===== config.mk =====
export PLATFORM = sky130hd
export DESIGN_NAME = mcu_dmi_router
export DESIGN_NICKNAME = d
export VERILOG_FILES = /design/src/rtl/mcu_dmi_router.sv
export SDC_FILE = /design/constraint.sdc
export NUM_CORES = 1
export LEC_CHECK = 0
export BUFFER_PORTS_ARGS = -buffer_cell sky130_fd_sc_hd__buf_2
export CAP_MARGIN = 20
export CORE_UTILIZATION = 44
export DETAILED_ROUTE_END_ITERATION = 8
export HOLD_SLACK_MARGIN = 0.08
export PLACE_DENSITY = 0.81
export RECOVER_POWER = 100
export SYNTH_ARGS = -nofsm -noshare
export SYNTH_HDL_FRONTEND = slang
export SYNTH_SLANG_ARGS = --single-unit

===== constraint.sdc =====
create_clock -name clk_i -period 2.7 [get_ports clk_i]
set_clock_uncertainty 0.2 [all_clocks]
set_input_delay 0.54 -clock clk_i [delete_from_list [all_inputs] [get_ports clk_i]]
set_output_delay 0.54 -clock clk_i [all_outputs]
set_load 0.005 [all_outputs]

===== src/rtl/mcu_dmi_router.sv =====
// DMI request router: decodes a DMI access onto the core or one of NUM_UNC uncore targets.
// Optional ack timeout is enabled by defining MCU_DMI_ROUTER_TIMEOUT_EN.
module mcu_dmi_router #(
  parameter int unsigned NUM_UNC     = 2,
  parameter int unsigned TIMEOUT_CYC = 256
) (
  input  logic                   clk_i,
  input  logic                   rst_i,
  input  logic                   uncore_enable_i,
  input  logic                   dmi_en_i,
  output logic                   dmi_ready_o,
  input  logic                   dmi_wr_en_i,
  input  logic [6:0]             dmi_addr_i,
  input  logic [31:0]            dmi_wdata_i,
  output logic                   dmi_rvalid_o,
  output logic [31:0]            dmi_rdata_o,
  output logic                   dmi_err_o,
  output logic [NUM_UNC:0]       tgt_en_o,
  output logic                   tgt_wr_en_o,
  output logic [6:0]             tgt_addr_o,
  output logic [31:0]            tgt_wdata_o,
  input  logic [32*NUM_UNC+31:0] tgt_rdata_i,
  input  logic [NUM_UNC:0]       tgt_ack_i
);
  localparam int unsigned NT          = NUM_UNC + 1;
  localparam logic [31:0] TimeoutData = 32'h0BAD_0BAD;

  typedef enum logic [1:0] {StIdle, StReq, StWait, StResp} state_e;
  state_e state_q, state_d;

  logic          wr_q, wr_d;
  logic [6:0]    addr_q, addr_d;
  logic [31:0]   wdata_q, wdata_d;
  logic [NT-1:0] sel_oh_q, sel_oh_d;
  logic [31:0]   rdata_q, rdata_d;
  logic          err_q, err_d;

  logic          is_core, mapped, go, accept, busy;
  logic [2:0]    unc_idx;
  logic [NT-1:0] dec_oh;
  logic          ack_sel, timeout_hit;
  logic [31:0]   sel_rdata;

  // Uncore windows are 16 registers each, starting at 0x50 (addr[6:4] == 5).
  always_comb begin
    is_core   = dmi_addr_i[6:4] <= 3'd4;
    unc_idx   = dmi_addr_i[6:4] - 3'd5;
    dec_oh    = '0;
    dec_oh[0] = is_core;
    for (int i = 1; i < NT; i++) begin
      dec_oh[i] = !is_core && (unc_idx == 3'(i - 1));
    end
    mapped = |dec_oh;
    go     = mapped && (is_core || uncore_enable_i);
    accept = (state_q == StIdle) && dmi_en_i;
    busy   = (state_q == StReq) || (state_q == StWait);
  end

  always_comb begin
    ack_sel   = |(tgt_ack_i & sel_oh_q);
    sel_rdata = '0;
    for (int i = 0; i < NT; i++) begin
      if (sel_oh_q[i]) sel_rdata = tgt_rdata_i[32*i +: 32];
    end
  end

`ifdef MCU_DMI_ROUTER_TIMEOUT_EN
  logic [15:0] cnt_q, cnt_d;

  assign timeout_hit = (cnt_q == 16'(TIMEOUT_CYC - 1));

  always_comb begin
    cnt_d = cnt_q;
    if (accept) begin
      cnt_d = '0;
    end else if (busy) begin
      cnt_d = cnt_q + 16'd1;
    end
  end

  always_ff @(posedge clk_i) begin
    if (rst_i) cnt_q <= '0;
    else       cnt_q <= cnt_d;
  end
`else
  // Legal TIMEOUT_CYC is at least 2, so this is a constant 0: WAIT holds until ack or reset.
  assign timeout_hit = (TIMEOUT_CYC == 32'd0);
`endif

  always_ff @(posedge clk_i) begin
    if (rst_i) state_q <= StIdle;
    else       state_q <= state_d;
  end

  always_comb begin
    state_d = state_q;
    unique case (state_q)
      StIdle:        if (dmi_en_i) state_d = go ? StReq : StResp;
      StReq, StWait: state_d = (ack_sel || timeout_hit) ? StResp : StWait;
      StResp:        state_d = StIdle;
      default:       state_d = StIdle;
    endcase
  end

  always_comb begin
    dmi_ready_o  = (state_q == StIdle);
    dmi_rvalid_o = (state_q == StResp);
    tgt_en_o     = (state_q == StReq) ? sel_oh_q : '0;
  end

  always_comb begin
    wr_d     = wr_q;
    addr_d   = addr_q;
    wdata_d  = wdata_q;
    sel_oh_d = sel_oh_q;
    rdata_d  = rdata_q;
    err_d    = err_q;
    if (accept) begin
      wr_d     = dmi_wr_en_i;
      addr_d   = dmi_addr_i;
      wdata_d  = dmi_wdata_i;
      sel_oh_d = go ? dec_oh : '0;
      // Local completion: disabled uncore is silent, unmapped uncore flags an error.
      if (!go) begin
        rdata_d = '0;
        err_d   = uncore_enable_i && !mapped;
      end
    end else if (busy) begin
      if (ack_sel) begin
        if (!wr_q) rdata_d = sel_rdata;
        err_d = 1'b0;
      end else if (timeout_hit) begin
        rdata_d = TimeoutData;
        err_d   = 1'b1;
      end
    end
  end

  always_ff @(posedge clk_i) begin
    if (rst_i) begin
      wr_q     <= 1'b0;
      addr_q   <= '0;
      wdata_q  <= '0;
      sel_oh_q <= '0;
      rdata_q  <= '0;
      err_q    <= 1'b0;
    end else begin
      wr_q     <= wr_d;
      addr_q   <= addr_d;
      wdata_q  <= wdata_d;
      sel_oh_q <= sel_oh_d;
      rdata_q  <= rdata_d;
      err_q    <= err_d;
    end
  end

  assign dmi_rdata_o = rdata_q;
  assign dmi_err_o   = err_q;
  assign tgt_wr_en_o = wr_q;
  assign tgt_addr_o  = addr_q;
  assign tgt_wdata_o = wdata_q;

endmodule


# Word level (Yosys, flattened, before mapping)
# Index checks and enable logic that the tools add are counted.
[totals] reg_bits=78 input_bits=143 output_inout_bits=78 word_cells=53
[op_classes] add_sub_neg=1 order_cmp=1 eq_ne=7 n_mux=18 n_bitwise=1 reduce_logical=18
[op_table] op="$mux 32" n=8
[op_table] op="$mux 3" n=2
[op_table] op="$pmux 2 s3" n=1
[op_table] op="$reduce_or 3->1" n=2
[op_table] op="$logic_and 1x1->1" n=5
[op_table] op="$mux 1" n=5
[op_table] op="$eq 2x2->1 const B" n=2
[op_table] op="$mux 2" n=2
[op_table] op="$ne 2x2->1 const B" n=2
[op_table] op="$reduce_and 4->1" n=1
[op_table] op="$reduce_bool 2->1" n=2
[op_table] op="$and 3x3->3" n=1
[op_table] op="$eq 3x1->1 const B" n=1
[op_table] op="$le 3x3->1 const B" n=1
[op_table] op="$logic_not 3->1" n=1
[op_table] op="$reduce_and 3->1" n=1
[op_table] op="$sub 3x3->3 const B" n=1
[op_table] op="$eq 2x1->1 const B" n=1
[op_table] op="$logic_not 1->1" n=2
[op_table] op="$logic_not 2->1" n=1
[op_table] op="$logic_or 1x1->1" n=2
[op_table] op="$ne 2x1->1 const B" n=1
[op_table] op="$reduce_or 2->1" n=1

# Depth between registers and ports, before layout
[logic_depth] word_depth=8 mapped_depth=8 mapped_depth_nobuf=6

# Least setup slack after synthesis
# Ideal clock, no wire load.
[synth_timing] path_type="register -> register" start="register state_q[0]" end="register rdata_q[0], in the netlist dmi_rdata_o[0]" setup_time_ns=0.119 arrival_ns=1.610 required_ns=2.381 setup_slack_ns=0.771 path_stages_with_launch=9 n_path_buf=2 synth_period_minus_slack_ns=1.929 path_cell_list="dfxtp_1 -> inv_1 -> ha_1 -> and2_1 -> buf_2 -> nor4_2 -> nor2_4 -> buf_8 -> mux2i_1"
[synth_via] elab_chain_cells=4 word_cells_on_any_way=11 classes_between="eq/ne: 4; mux: 1; reduce/logical: 6"
[synth_lines] item="start, declared" line_no="29" text="state_e state_q, state_d;"
[synth_lines] item="start signal, assigned" line_no="91" text="if (rst_i) state_q <= StIdle;"
[synth_lines] item="start signal, assigned" line_no="92" text="else state_q <= state_d;"
[synth_lines] item="$logic_not 2->1 *"
[synth_lines] item="via dmi_ready_o" line_no="11" text="output logic dmi_ready_o,"
[synth_lines] item="$logic_and 1x1->1 *" line_no="55" text="accept = (state_q == StIdle) && dmi_en_i;"
[synth_lines] item="$ne 2x2->1 (no line), or another cell as far along"
[synth_lines] item="$reduce_and 4->1 (no line)"
[synth_lines] item="end signal, assigned" line_no="152" text="rdata_q <= rdata_d;"
[synth_lines] item="end, declared" line_no="35" text="logic [31:0] rdata_q, rdata_d;"
# The timed path passes the listed nets; every way through them passes the cells marked *.
# A chain may end at the register's enable or synchronous reset.

# Worst setup path after layout
[layout_timing] start="register sel_oh_q[1]" end="output tgt_en_o[1]"
[layout_via] elab_chain_cells=1
[layout_lines] item="start, declared" line_no="34" text="logic [NT-1:0] sel_oh_q, sel_oh_d;"
[layout_lines] item="start signal, assigned" line_no="151" text="sel_oh_q <= sel_oh_d;"
[layout_lines] item="$mux 3" line_no="108" text="tgt_en_o = (state_q == StReq) ? sel_oh_q : '0;"
[layout_lines] item="end, declared" line_no="18" text="output logic [NUM_UNC:0] tgt_en_o,"
# No other way between the ends.

==> metrics <==
crit path from=sel_oh_q[1]$_SDFFE_PP0N_; Final Cycle Share=0.882; core outline area=roughly 0.0082 mm^2; synth unique cells=27; power density cells=approximately 650 mW/mm^2; Leak=2.35 nW; syn_nets=about 590; IO Port Bufs=between 200 and 250; crit-path cells=clkbuf_2, and2_1, buf_2; Max clock buf depth=2; count leader, synth=nand2_1; commonest cells in the synthesized netlist=nand2_1, dfxtp_1, nand2b_1, a21oi_1; post-route minimum period=around 2.4 ns; Syn. warnings=0; register-to-register setup slack=0.49 ns; Crit Path Max Fanout=33; vias per std cell=between 5 and 6; top_reg_cell synth=dfxtp_1; Num CTS Buffers=9; Synth Cell Area=around 0.0037 mm^2; FF-to-FF path depth=8; fin cells=756; I/O pin cnt=~220; Fin Setup TNS=0 ns; vias in the first global route=3719; Synth Instances=between 400 and 500; crit path capture type=primary output; DR vias=around 4000; die width=approximately 94 um; # hold bufs at CTS=0; CP Class=flop to primary output; final worst slack=approximately 0.32 ns; Critical Path Start Type=flop; Max IR drop VDD=a little under 0.0005 V; Final ANT Viol Nets=0; placed insts=739; r2r endpoint=dmi_rdata_o[1]$_SDFFE_PP0P_; Hold Crit Class=primary input to flop; Max stage delay on crit path=approximately 0.56 ns; Max-slew headroom=0.539; Avg Synthesized Cell Area=8.48 um^2; EDFF count, synth=0; CTS tree=done; Layout Nets=between 700 and 800; Remaining DRCs=0; Design Area, Final=~0.0050 mm^2; largest net degree at the start of global routing=between 40 and 50; First-pass DRT Iterations=4; # fillers=around 770; Post-synth ARST share=0; final hold violation count=0; worst endpoint data arrival time=about 1.6 ns; FP Rows=33; Finished Core Util=0.615; Post-CTS Resized=0; hold depth=3; Max-Cap Viols=0; DRT iter0 DRCs=~170; initial antenna violation count=1; final setup fails=0; Highest Clock Rate=around 0.42 GHz; Placer Congestion=approximately 0.83; status=complete, no violations; Initial Util=0.454; DP Worst Slack=between 0.5 and 0.6 ns; detailed placement HPWL=slightly below 8000 um; Seq cells post-synth=about 80; first-pass GRT wire length=16400 um; total gr overflow=0; Skew-Pair Late Insertion Delay=approximately 0.34 ns; Req. time, crit path=between 1.5 and 2 ns; DR WL/cell=~14 um; Critical Path Sink=tgt_en_o[1]; area delta synth->final=35.3%; Die Span Y=94.1 um; crit path buf inv count=2; top cells by area, synth=dfxtp_1, nand2b_1, mux2i_1; Root Driver=clkbuf_8; Post-CTS Setup Bufs=0; share of cells above drive strength 1=0.326; die area=roughly 0.0089 mm^2; sequential element share of the synthesized area=0.418; # clock sinks=78; post-synth top area share=0.418; H-tree Lvls=3; Slowest-stage cell, CP=clkbuf_2; Critical R2R Launch=state_q[0]$_SDFFE_PP0P_; cell taking the most area after synthesis=dfxtp_1; Largest delay share family, worst path=buffers and inverters; CP Depth=3; unrepaired setup endpoints after global routing=no; Slew @ Worst Pin=a little under 0.7 ns; Placed Area=between 0.004 and 0.005 mm^2; gr usage total=0.235; WL final=approximately 11000 um; CTS clk-pin slew, worst paths=0.09 ns; Max Slew Vio Count=0
[kinds of logic after synthesis]
kind of cell               after synthesis  synth area share
and+or+nand+nor                        200             0.267
AOI/OAI and AO/OA                       83             0.158
DFF                                     78             0.418
buffers and inverters                   41            0.0530
muxes                                   34            0.0912
adders and majority gates                4            0.0134
[per-stage QoR]
step                      total power [W]  hold WS (ns)
after floorplan                   0.00205         0.248
after global routing              0.00351         0.200
after detailed placement          0.00245         0.245
after CTS                         0.00335         0.205
after global placement            0.00241         0.239
final                             0.00330         0.226
[layer usage]
metal,part of all wire,track usage,vias to the layer above
met5,0,0,-
met3,0.072,0.0688,16
met2,0.49,0.405,172
met1,0.42,0.263,1833
li1,-,-,1931
met4,0.018,0.112,0
[worst min-delay path by stage]
stage                                      start                            to  slack [ns]
CTS                               dmi_wdata_i[2]   tgt_wdata_o[2]$_SDFFE_PP0N_        0.21
global placement    tgt_wdata_o[20]$_SDFFE_PP0N_  tgt_wdata_o[20]$_SDFFE_PP0N_        0.24
detailed placement  tgt_wdata_o[15]$_SDFFE_PP0N_  tgt_wdata_o[15]$_SDFFE_PP0N_        0.25
finish                            dmi_wdata_i[2]   tgt_wdata_o[2]$_SDFFE_PP0N_        0.23
global route                     dmi_wdata_i[10]  tgt_wdata_o[10]$_SDFFE_PP0N_        0.20
floorplan               sel_oh_q[0]$_SDFFE_PP0N_      sel_oh_q[0]$_SDFFE_PP0N_        0.25
[final cells by class]
type,instances,area (um^2),area share
diodes,1,2.50,0.000496
well taps,105,131,0.0260
inverters,3,11.3,0.00223
flip-flops and latches,78,1560,0.309
clock buffers,9,124,0.0245
repair buffers,232,1160,0.230
multi-input cells,321,1980,0.392
clock inverters,7,80.1,0.0159
[state kept, by name, indices dropped and copies added (netlist names)]
name	flops
tgt_wr_en_o	1
dmi_rdata_o	32
state_q	2
sel_oh_q	3
dmi_err_o	1
tgt_addr_o	7
tgt_wdata_o	32
[where the power goes]
part	total, W	internal [W]	leakage, nW	switching [W]
logic	0.00105	0.000453	1.62	0.000600
registers	0.00136	0.00128	0.635	0.0000732
clock network	0.000893	0.000439	0.0969	0.000454
[worst min-delay path, cell delays in order]
cell     delay, ns
buf_2         0.09
nand2_1       0.04
a21oi_1       0.05
[cells in the final DEF, fill, tap and decap left out, types with 2 or more instances in the layout]
master / instances
a21oi_1: 44
a221o_1: 32
and2_0: 2
and2_1: 2
buf_12: 2
buf_2: 180
buf_4: 8
clkbuf_1: 40
clkbuf_8: 9
clkinvlp_4: 2
dfxtp_1: 77
ha_1: 4
inv_1: 3
inv_6: 3
mux2i_1: 34
nand2_1: 84
nand2b_1: 65
nand3_1: 34
nor2_1: 5
nor3_1: 2
o21ai_0: 2
(Power assumes the default switching activity.)
